$ cat src/rtl/eeprom_seq_ctrl.sv
// Burst sequencer for the I2C byte-access controller: writes or reads/verifies a run of
// consecutive EEPROM bytes, spacing transactions by a write-cycle gap and guarding each with a timeout.
module eeprom_seq_ctrl #(
  parameter logic [7:0]  BYTE_NUM    = 8'd10,
  parameter logic [15:0] START_ADDR  = 16'h0000,
  parameter logic        ADDR_2B     = 1'b1,
  parameter logic [7:0]  DATA_SEED   = 8'hA0,
  parameter logic [15:0] GAP_WR      = 16'd5000,
  parameter logic [15:0] GAP_RD      = 16'd4,
  parameter logic [15:0] TIMEOUT_MAX = 16'd1000
) (
  input  logic        clk_i,
  input  logic        rst_n_i,
  input  logic        wr_req_i,
  input  logic        rd_req_i,
  input  logic        i2c_end_i,
  input  logic [7:0]  rd_data_i,
  output logic        wr_en_o,
  output logic        rd_en_o,
  output logic        i2c_start_o,
  output logic        addr_num_o,
  output logic [15:0] byte_addr_o,
  output logic [7:0]  wr_data_o,
  output logic        busy_o,
  output logic        done_o,
  output logic [7:0]  rd_byte_o,
  output logic        rd_byte_vld_o,
  output logic [7:0]  mismatch_cnt_o,
  output logic        err_timeout_o
);

  typedef enum logic [2:0] {
    S_IDLE, S_WR_START, S_WR_WAIT, S_WR_GAP, S_RD_START, S_RD_WAIT, S_RD_GAP, S_FIN
  } state_t;

  state_t      state_q, state_d;
  logic [7:0]  index_q, index_d;
  logic [15:0] gap_cnt_q, gap_cnt_d;
  logic [15:0] to_cnt_q, to_cnt_d;
  logic        rd_pend_q, rd_pend_d;
  logic        err_q, err_d;
  logic [7:0]  mism_q, mism_d;
  logic [7:0]  rd_byte_q, rd_byte_d;
  logic        vld_q, vld_d;

  logic        last_idx;
  logic [7:0]  exp_byte;

  function automatic logic [7:0] sat_inc(input logic [7:0] v);
    return (v == 8'hFF) ? v : v + 8'd1;
  endfunction

  // True on the final cycle of a count of lim cycles; a zero limit still takes one cycle.
  function automatic logic reached(input logic [15:0] cnt, input logic [15:0] lim);
    return ({1'b0, cnt} + 17'd1) >= {1'b0, lim};
  endfunction

  assign last_idx = (index_q == BYTE_NUM - 8'd1);
  assign exp_byte = DATA_SEED + index_q;

  always_ff @(posedge clk_i) begin
    if (!rst_n_i) begin
      state_q   <= S_IDLE;
      index_q   <= '0;
      gap_cnt_q <= '0;
      to_cnt_q  <= '0;
      rd_pend_q <= 1'b0;
      err_q     <= 1'b0;
      mism_q    <= '0;
      rd_byte_q <= '0;
      vld_q     <= 1'b0;
    end else begin
      state_q   <= state_d;
      index_q   <= index_d;
      gap_cnt_q <= gap_cnt_d;
      to_cnt_q  <= to_cnt_d;
      rd_pend_q <= rd_pend_d;
      err_q     <= err_d;
      mism_q    <= mism_d;
      rd_byte_q <= rd_byte_d;
      vld_q     <= vld_d;
    end
  end

  always_comb begin
    state_d   = state_q;
    index_d   = index_q;
    gap_cnt_d = gap_cnt_q;
    to_cnt_d  = to_cnt_q;
    rd_pend_d = rd_pend_q;
    err_d     = err_q;
    mism_d    = mism_q;
    rd_byte_d = rd_byte_q;
    vld_d     = 1'b0;
    case (state_q)
      S_IDLE: begin
        if (wr_req_i || rd_req_i) begin
          err_d     = 1'b0;
          index_d   = '0;
          rd_pend_d = rd_req_i;
          if (rd_req_i) mism_d = '0;
          state_d   = wr_req_i ? S_WR_START : S_RD_START;
        end
      end
      S_WR_START: begin
        to_cnt_d = '0;
        state_d  = S_WR_WAIT;
      end
      // Completion wins over a timeout expiring in the same cycle.
      S_WR_WAIT: begin
        if (i2c_end_i) begin
          gap_cnt_d = '0;
          state_d   = S_WR_GAP;
        end else if (reached(to_cnt_q, TIMEOUT_MAX)) begin
          err_d   = 1'b1;
          state_d = S_FIN;
        end else begin
          to_cnt_d = to_cnt_q + 16'd1;
        end
      end
      S_WR_GAP: begin
        if (reached(gap_cnt_q, GAP_WR)) begin
          gap_cnt_d = '0;
          if (last_idx) begin
            index_d = '0;
            state_d = rd_pend_q ? S_RD_START : S_FIN;
          end else begin
            index_d = index_q + 8'd1;
            state_d = S_WR_START;
          end
        end else begin
          gap_cnt_d = gap_cnt_q + 16'd1;
        end
      end
      S_RD_START: begin
        to_cnt_d = '0;
        state_d  = S_RD_WAIT;
      end
      S_RD_WAIT: begin
        if (i2c_end_i) begin
          rd_byte_d = rd_data_i;
          vld_d     = 1'b1;
          if (rd_data_i != exp_byte) mism_d = sat_inc(mism_q);
          gap_cnt_d = '0;
          state_d   = S_RD_GAP;
        end else if (reached(to_cnt_q, TIMEOUT_MAX)) begin
          err_d   = 1'b1;
          state_d = S_FIN;
        end else begin
          to_cnt_d = to_cnt_q + 16'd1;
        end
      end
      S_RD_GAP: begin
        if (reached(gap_cnt_q, GAP_RD)) begin
          gap_cnt_d = '0;
          if (last_idx) begin
            index_d = '0;
            state_d = S_FIN;
          end else begin
            index_d = index_q + 8'd1;
            state_d = S_RD_START;
          end
        end else begin
          gap_cnt_d = gap_cnt_q + 16'd1;
        end
      end
      S_FIN: begin
        index_d   = '0;
        rd_pend_d = 1'b0;
        state_d   = S_IDLE;
      end
      default: state_d = S_IDLE;
    endcase
  end

  // Address and data are only driven while a transaction is on the bus.
  always_comb begin
    wr_en_o     = 1'b0;
    rd_en_o     = 1'b0;
    i2c_start_o = 1'b0;
    done_o      = 1'b0;
    byte_addr_o = '0;
    wr_data_o   = '0;
    busy_o      = (state_q != S_IDLE);
    addr_num_o  = ADDR_2B;
    case (state_q)
      S_WR_START: begin
        i2c_start_o = 1'b1;
        wr_en_o     = 1'b1;
      end
      S_WR_WAIT: wr_en_o = 1'b1;
      S_RD_START: begin
        i2c_start_o = 1'b1;
        rd_en_o     = 1'b1;
      end
      S_RD_WAIT: rd_en_o = 1'b1;
      S_FIN:     done_o  = 1'b1;
      default: ;
    endcase
    if (wr_en_o || rd_en_o) byte_addr_o = START_ADDR + {8'h00, index_q};
    if (wr_en_o) wr_data_o = DATA_SEED + index_q;
  end

  assign rd_byte_o      = rd_byte_q;
  assign rd_byte_vld_o  = vld_q;
  assign mismatch_cnt_o = mism_q;
  assign err_timeout_o  = err_q;

endmodule

$ cat config.mk
export PLATFORM = sky130hd
export DESIGN_NAME = eeprom_seq_ctrl
export DESIGN_NICKNAME = d
export VERILOG_FILES = /design/src/rtl/eeprom_seq_ctrl.sv
export SDC_FILE = /design/constraint.sdc
export NUM_CORES = 1
export LEC_CHECK = 0
export ABC_AREA = 1
export CORE_ASPECT_RATIO = 2
export CORE_MARGIN = 10
export CORE_UTILIZATION = 59
export CTS_BUF_LIST = sky130_fd_sc_hd__clkbuf_16
export DETAILED_ROUTE_END_ITERATION = 6
export GPL_TIMING_DRIVEN = 1
export HOLD_SLACK_MARGIN = 0.06
export PLACE_DENSITY = 0.83
export SLEW_MARGIN = 20
export SYNTH_ARGS = -nofsm -noshare
export SYNTH_HDL_FRONTEND = slang
export SYNTH_SLANG_ARGS = --single-unit
export TNS_END_PERCENT = 50
$ cat constraint.sdc
create_clock -name clk_i -period 4.4 [get_ports clk_i]
set_clock_uncertainty 0.05 [all_clocks]
set_input_delay 0.88 -clock clk_i [delete_from_list [all_inputs] [get_ports clk_i]]
set_output_delay 0.88 -clock clk_i [all_outputs]
set_load 0.03 [all_outputs]
==> summary by stage, run 1 <==
Power and ir drop
The fraction of power consumed by combinational cells is 50.1%. The net switching share of the total power is 46.4%. The cell-internal power is 1.47 mW. Registers are responsible for 27.8% of the overall power. IR analysis of the VDD net gives a maximum drop of 0.558 mV. The power per standard cell area is 555 mW/mm^2. The clock network fraction of design power is 22.1%. The leakage power total is 2.05 nW. The analysis attributes to net switching a power of 1.27 mW.

Flow run
Across the run, the number of max-cap violations was 0.

Cells and area
After filler insertion, the fill cell instance count of the layout stands at 634. The total inserted antenna cells is 0. The final instance area is 0.00493 mm^2. Compared with the post-synthesis result, the final layout area differs by 18.2%. The share of layout cells above drive strength 1 is 7.87%. In the final design database the tool counted 741 nets. In the final layout, the multi-input gates occupy 0.00254 mm^2.

The footprint of the flip-flops and latches is 0.00124 mm^2.

Synthesis
The count of distinct cell types in the synthesized netlist is 36. During synthesis, Yosys emitted a total of 0 warnings. The number of register bits inferred by synthesis is 62. The number of instances in the synthesized netlist is 671. In this run the cell area of the synthesized design comes to 0.00417 mm^2. The register area share after synthesis is 29.8%.

Each instance of the synthesized netlist takes up on average 6.21 um^2.

Global route
The via count of the first global-routing pass was 4175. The initial antenna violation count was 0. The total routing usage reported by global routing is 20.8%. The global-route wire length before repair is 18.9 mm. The maximum number of pins on one net before global-route repair is 33. For this run the aggregate overflow at the end of global routing stands at 0. Global routing consumed, on the met2 layer, 39.2% of the routing resources. The layer with the highest usage after global routing is met2. The met1 track demand over resource is 19.1%. For this run, global-route usage on met3 was measured as 5.71%.

Die
The die covers 0.0110 mm^2. In this run the horizontal extent of the chip is 79.5 um. The effective utilization at floorplan is 60.6%.

The I/O pin total is 61. The floorplan step set the die height to 139 um. The floorplan core area is 0.00689 mm^2. The row count is 43.

Clock tree
The CTS tree is yes. In this run the post-CTS setup repair buffer count came out at 0. The number of instances resized during post-cts repair is 0.

The number of hold-repair buffers added at the cts stage is 0. The register clock-pin slew on the reported worst setup and hold paths is 0.05 ns. The maximum number of buffers from clock root to sink is 2. Counting every sink on the clock net gives 62. The cell chosen for the clock root is clkbuf_16. The depth of the CTS H-tree is 3. The number of clock buffers added by TritonCTS is 9. The source-to-sink clock delay at the later pin of the worst-skew pair is 0.34 ns.

STA
On the final layout, the worst hold slack is 0.422 ns. Adding up every negative setup slack in the final design gives 0 ns. The final count of negative-setup-slack endpoints is 0. The normalized max-slew margin is 37.9%. In the finished design, the share of the clock period the worst path needs comes to 77.8%. The actual transition at the worst max-transition pin is 0.930 ns. The final number of hold-violating endpoints is 0. Setup repair after global routing left no endpoint under its margin.

Static timing analysis puts the maximum clock frequency at 0.292 GHz. The count of final max-slew check failures is 0. Subtracting the final worst setup slack from the clock period gives 3.42 ns.

Worst setup path
The category of the critical setup timing path is reg2out. In this run the critical register-to-register path is captured at index_q[1]. On the worst path, the slowest cell contributes a delay of 0.70 ns. STA classifies the critical path endpoint as a primary output. The maximum fanout count along the critical path is 14.

The critical path arrival is 2.49 ns. In this run the register-to-register setup slack is 1.88 ns. The kind of start point of the critical path is a register.

The cell type of the slowest stage on the worst timing path is clkdlybuf4s50_1. Traced cell by cell, the critical path runs through nand2_1 -> nor2_1 -> inv_1 -> nand2_1 -> inv_1 -> nor2_1 -> clkdlybuf4s50_1. The required time at the endpoint of the critical path is 3.47 ns. The launch instance of the worst register-to-register path is gap_cnt_q[0]. In this run the worst setup path begins at state_q[1]. Counting cells, the worst reg-to-reg path comes to 16.

Place
The HPWL after detailed placement is 8.69 mm. The number of port buffers is 51. The routability-driven placement congestion ratio is 0.917. After detailed placement, the total cell area comes to 0.00468 mm^2.

Route
For this block, the initial DRC count from the detailed router was 250. The count of nets left with antenna violations after detail routing is 0. The post-detailed-route DRC marker count is 0. The total via count in the routed design is 4358. In the routed layout, each cell is associated on average with a via count of 5.35. The first-pass iteration count of the detailed router is 5.

The final wirelength is 11.3 mm. The wire length per cell after detailed routing is 13.9 um.

Status
The flow ran to the end, and the final reports show no timing, DRC or antenna violations.

Worst hold path
The worst hold path begins at err_timeout_o. The type of the tightest min-delay check is reg2reg. The worst hold path was traced through 2 stages. The worst hold path endpoint is err_timeout_o.
## power groups by stage
stage	Clock, mW	Combinational (mW)	Sequential [mW]
after floorplan	0	1.03	0.775
after global placement	0	1.34	0.765
after detailed placement	0	1.36	0.769
after CTS	0.606	1.37	0.759
after global routing	0.631	1.52	0.773
final	0.604	1.37	0.761
## layout by cell type (no fill, tap or decap)
| master | netlist | routed |
|---|---|---|
| nand2_1 | 178 | 178 |
| conb_1 | 2 | 9 |
| nor2_2 | 17 | 17 |
| inv_1 | 64 | 67 |
| clkbuf_16 | 0 | 9 |
| o21ai_0 | 18 | 18 |
| inv_2 | 5 | 5 |
| nor3b_1 | 1 | 1 |
| o21bai_1 | 1 | 1 |
| clkinv_2 | 0 | 1 |
| nor2_1 | 131 | 131 |
| nor3_4 | 1 | 1 |
| o211a_1 | 1 | 1 |
| nor2_4 | 3 | 3 |
| nand3_2 | 3 | 3 |
| xor2_1 | 12 | 12 |
| nor2_8 | 1 | 1 |
| nand2_2 | 11 | 11 |
| xnor2_1 | 9 | 9 |
| ha_1 | 8 | 8 |
| or2_2 | 2 | 2 |
| nand3b_1 | 4 | 4 |
| nand4_1 | 12 | 12 |
| nand3_1 | 50 | 50 |
| nand2_8 | 1 | 1 |
| o21ai_1 | 3 | 3 |
| nor3_1 | 8 | 8 |
| a22oi_1 | 1 | 1 |
| nor4_1 | 2 | 2 |
| clkinv_1 | 3 | 5 |
| a21boi_0 | 1 | 1 |
| nand3_4 | 2 | 2 |
| dfxtp_1 | 62 | 62 |
| clkdlybuf4s50_1 | 0 | 51 |
| buf_4 | 11 | 1 |
| a21oi_1 | 33 | 33 |
## worst max-delay path by stage
stage / cells past startpoint / slack [ns] / to
finish: 7 / 0.98 / wr_data_o[6]
global route: 7 / 0.79 / wr_data_o[5]
CTS: 7 / 1.01 / wr_data_o[6]
detailed placement: 7 / 1.40 / wr_data_o[6]
global placement: 7 / 1.46 / wr_data_o[6]
floorplan: 4 / 1.85 / byte_addr_o[0]
## through the flow
step	utilization (%)	std cells	total power, mW	setup slack [ns]
2_1_floorplan	-	678	1.80	1.85
3_3_place_gp	68.0	799	2.10	1.46
3_5_place_dp	68.0	799	2.13	1.40
4_1_cts	71.6	814	2.74	1.01
5_1_grt	71.6	814	2.93	0.786
6_report	71.6	814	2.74	0.975
## state kept, by name, indices dropped and copies added (netlist names)
name            count
gap_cnt_q          16
index_q             8
rd_byte_o           8
rd_byte_vld_o       1
state_q             3
err_timeout_o       1
mismatch_cnt_o      8
to_cnt_q           16
rd_pend_q           1
## worst max-delay path, delay by kind of cell, from the launching register on
family / cells / cell delay (ns)
AND/OR/NAND/NOR: 4 / 0.60
flip-flops: 1 / 0.63
buffers and inverters: 3 / 0.94
## cell type report
cell class                      count  area share (%)
Clock buffer                        9            4.57
Clock inverter                      6           0.482
Multi-Input combinational cell    523            51.5
Timing Repair Buffer               52            10.5
Sequential cell                    62            25.2
Inverter                           72            5.48
Tap cell                           90            2.28
## synthesized netlist by cell type
cell type  count  area, um^2
a22oi_1        1        7.51
nand2_1      178         668
nor3_1         8        40.0
o21bai_1       1        7.51
buf_6          3        33.8
nor3b_1        1        7.51
buf_2          3        15.0
clkinv_1       3        11.3
dfxtp_1       62        1240
xnor2_1        9        78.8
inv_2          5        18.8
inv_1         64         240
conb_1         2        7.51
o211a_1        1        10.0
nand3_1       50         250
clkbuf_1       4        15.0
o21ai_0       18        90.1
or2_2          2        12.5
nand3_4        2        35.0
nor3_4         1        16.3
buf_4         11        82.6
nor2_2        17         106
nor2_8         1        20.0
nor2_4         3        33.8
xor2_1        12         105
nor2_1       131         492
nand4_1       12        75.1
nand3b_1       4        30.0
nor4_1         2        12.5
nand3_2        3        30.0
ha_1           8         100
o21ai_1        3        15.0
nand2_8        1        20.0
nand2_2       11        68.8
a21boi_0       1        7.51
a21oi_1       33         165
## layer usage
| metal | vias to the layer above | wire, um | part of all wire, % |
|---|---|---|---|
| met5 | - | 0 | 0 |
| met4 | 0 | 418 | 3.7 |
| met3 | 34 | 514 | 4.5 |
| met2 | 98 | 6360 | 56 |
| met1 | 2022 | 4030 | 36 |
| li1 | 2204 | - | - |
## logic make-up after synthesis
kind of cell	count (synthesis)	synth area share (%)
buffers and inverters	93	9.99
adders and majority gates	8	2.40
and+or+nand+nor	427	46.0
AOI/OAI and AO/OA	58	7.26
other	2	0.180
DFF	62	29.8
xor gates and xnor gates	21	4.41
Note: power is estimated with default switching activity, not from simulation.
==> run 2, diff against run 1 <==
Settings changed: CORE_UTILIZATION 59 to 55, PLACE_DENSITY 0.83 to 0.78.
Clock period 4.4 ns to 3.5 ns, I/O delays scaled along.
==> summary by stage, run 2 (synthesis gave the netlist of run 1 again) <==
Cells and area
The synthesis-to-finish area growth came to 19.8% (was 18.2%). Largest registers: gap_cnt_q x16, to_cnt_q x16 (unchanged). The final core area utilization is 68.3% (was 71.6%). The filler cell count was 669 (was 634). The commonest non-fill, non-tap cell in the layout is nand2_1 (unchanged). The total inserted antenna cells is 0 (unchanged). The final instance area is 0.00500 mm^2 (was 0.00493 mm^2).

The count of nets after finishing is 742 (was 741). Most frequent cells in the layout: 178 x nand2_1, 131 x nor2_1, 66 x inv_1 (was 178 x nand2_1, 131 x nor2_1, 67 x inv_1). The share of layout cells above drive strength 1 is 8.40% (was 7.87%).

The post-layout instance count excluding filler cells was 818 (was 814).

Place
The number of port buffers is 51 (unchanged). The total placed cells including tap cells is 802 (was 799). The HPWL after detailed placement is 9.03 mm (was 8.69 mm). The pre-CTS setup slack is 0.817 ns (was 1.40 ns). The routability-driven placement congestion ratio came to 0.878 (was 0.917). The placement-stage cell area is 0.00469 mm^2 (was 0.00468 mm^2).

Power and ir drop
The power per standard cell area was 729 mW/mm^2 (was 555 mW/mm^2). The net switching share of the total power was 45.0% (was 46.4%). The worst voltage drop across the vdd grid is 0.692 mV (was 0.558 mV). The cell-internal power is 2.00 mW (was 1.47 mW).

The fraction of power consumed by combinational cells was 48.3% (was 50.1%). The leakage power total is 2.08 nW (was 2.05 nW). The sequential cell fraction of total power is 26.2% (was 27.8%). The power dissipated by switching net loads is 1.64 mW (was 1.27 mW). The clock network fraction of design power was 25.5% (was 22.1%).

The overall power consumption is 3.64 mW (was 2.74 mW).

Worst setup path
The count of cells along the worst register-to-register path was 16 (unchanged). The kind of end point of the critical path is a primary output (unchanged). The largest stage delay on the critical path is 0.70 ns (about the same). The category of the critical setup timing path is reg2out (unchanged).

The kind of start point of the critical path is a register (unchanged). The minimum setup slack among reg-to-reg paths is 1.00 ns (was 1.88 ns). The capture instance of the worst register-to-register path was index_q[4] (was index_q[1]).

Crit-path cells: nand2_1 -> nor2_1 -> inv_1 -> nand2_1 -> inv_1 -> nor2_1 -> clkdlybuf4s50_1 (unchanged). The critical path arrival is 2.27 ns (was 2.49 ns). The required time at the endpoint of the critical path is 2.75 ns (was 3.47 ns). The launch instance of the worst register-to-register path is gap_cnt_q[0] (unchanged). The cell type of the slowest stage on the worst timing path was clkdlybuf4s50_1 (unchanged). The maximum fanout count along the critical path is 8 (was 14).

Route
The number of DRC markers in iteration 0 is 276 (was 250). The final wirelength is 11.8 mm (was 11.3 mm). The total via count in the routed design is 4302 (was 4358). The first-pass iteration count of the detailed router is 5 (unchanged). The post-detailed-route DRC marker count is 0 (unchanged). The count of nets left with antenna violations after detail routing came to 0 (unchanged).

The average vias per placed instance is 5.26 (was 5.35). The wire length per cell after detailed routing is 14.4 um (was 13.9 um).

Status
Status: completed (unchanged).

Global route
The global route total overflow is 0 (unchanged). The via count of the first global-routing pass is 4248 (was 4175). The total routing usage reported by global routing came to 21.2% (was 20.8%). The initial antenna violation count is 0 (unchanged). The global-route wire length before repair is 19.7 mm (was 18.9 mm). The maximum number of pins on one net before global-route repair is 32 (was 33).

STA
The normalized max-slew margin is 31.1% (was 37.9%). The final period utilization is 86.2%. The final count of negative-setup-slack endpoints came to 0 (unchanged). RSZ-0062 raised after global routing: no (unchanged). The count of final max-slew check failures came to 0 (unchanged). The actual transition at the worst max-transition pin was 1.03 ns (was 0.930 ns). Timing would allow up to 0.331 GHz. The final number of hold-violating endpoints is 0 (unchanged). The clock period could shrink to 3.02 ns. The final critical-path setup slack came to 0.482 ns (was 0.975 ns). The final sum of negative setup slack is 0 ns (unchanged). The worst hold slack is 0.425 ns (was 0.422 ns).

Clock tree
The total clock buffers created by CTS is 9 (unchanged). The cell chosen for the clock root is clkbuf_16 (unchanged). The maximum number of buffers from clock root to sink is 2 (unchanged). The CTS tree is yes (unchanged). The post-CTS setup-driven buffer insertion count is 0 (unchanged). The register clock-pin slew on the reported worst setup and hold paths was 0.05 ns (about the same). The clock sink count came to 62 (unchanged). The depth of the CTS H-tree is 3 (unchanged). The number of instances resized during post-cts repair is 0 (unchanged). The source-to-sink clock delay at the later pin of the worst-skew pair came to 0.34 ns (about the same). The number of hold-repair buffers added at the cts stage came to 0 (unchanged).

Flow run
The reported max-cap violation count is 0 (unchanged).

Die
The floorplan core area was 0.00732 mm^2 (was 0.00689 mm^2). The overall die area is 0.0117 mm^2 (was 0.0110 mm^2). The row count is 44 (was 43). The die boundary width was 81.6 um (was 79.5 um). The I/O pin total is 61 (unchanged). The effective utilization at floorplan is 57.0% (was 60.6%). The height of the die is 143 um (was 139 um).

Worst hold path
The worst hold path startpoint is to_cnt_q[15] (was err_timeout_o). The worst hold path cell count is 2 (unchanged). The worst hold path endpoint is to_cnt_q[15] (was err_timeout_o).

The type of the tightest min-delay check is reg2reg (unchanged).
[run 2: how the worst max path moves through the flow]
stage | slack [ns] | endpoint | from
2_1_floorplan | 1.13 | byte_addr_o[0] | state_q[1]
3_3_place_gp | 0.88 | mismatch_cnt_o[0] | rd_data_i[5]
3_5_place_dp | 0.82 | mismatch_cnt_o[0] | rd_data_i[2]
4_1_cts | 0.48 | wr_data_o[2] | state_q[1]
5_1_grt | 0.24 | wr_data_o[2] | state_q[1]
6_report | 0.48 | wr_data_o[2] | state_q[1]
[run 2: routing by layer]
layer | routed length [um] | GRT usage [%]
met1 | 4190 | 20.6
met2 | 6560 | 38.7
met3 | 579 | 4.84
met4 | 459 | 12.4
met5 | 0 | 0
[run 2: final cells by class]
| class | instances | area [um^2] | area share [%] |
|---|---|---|---|
| Multi-Input combinational cell | 523 | 2540 | 50.8 |
| Sequential cell | 62 | 1240 | 24.8 |
| Timing Repair Buffer | 53 | 526 | 10.5 |
| Inverter | 72 | 270 | 5.41 |
| Clock buffer | 9 | 225 | 4.51 |
| Tap cell | 92 | 115 | 2.30 |
| Clock inverter | 7 | 81.3 | 1.63 |
[run 2: critical path, delay by kind of cell, from the launching register on]
family        cells  cell delay [ns]
buf+inv           3             0.91
flops             1             0.47
simple gates      4             0.54
[run 2: power by group through the flow]
stage               Clock, mW  Combinational [mW]  Sequential, mW
floorplan                   0                1.29           0.975
global placement            0                1.72           0.962
detailed placement          0                1.75           0.968
CTS                     0.936                1.76           0.952
global route            0.965                1.98           0.972
finish                  0.928                1.76           0.956
==> run 3, diff against run 2 <==
Settings changed: SKIP_LAST_GASP set to 1.
==> results of run 3 <==
Final layout, timing and power as in run 2 (identical DEF).
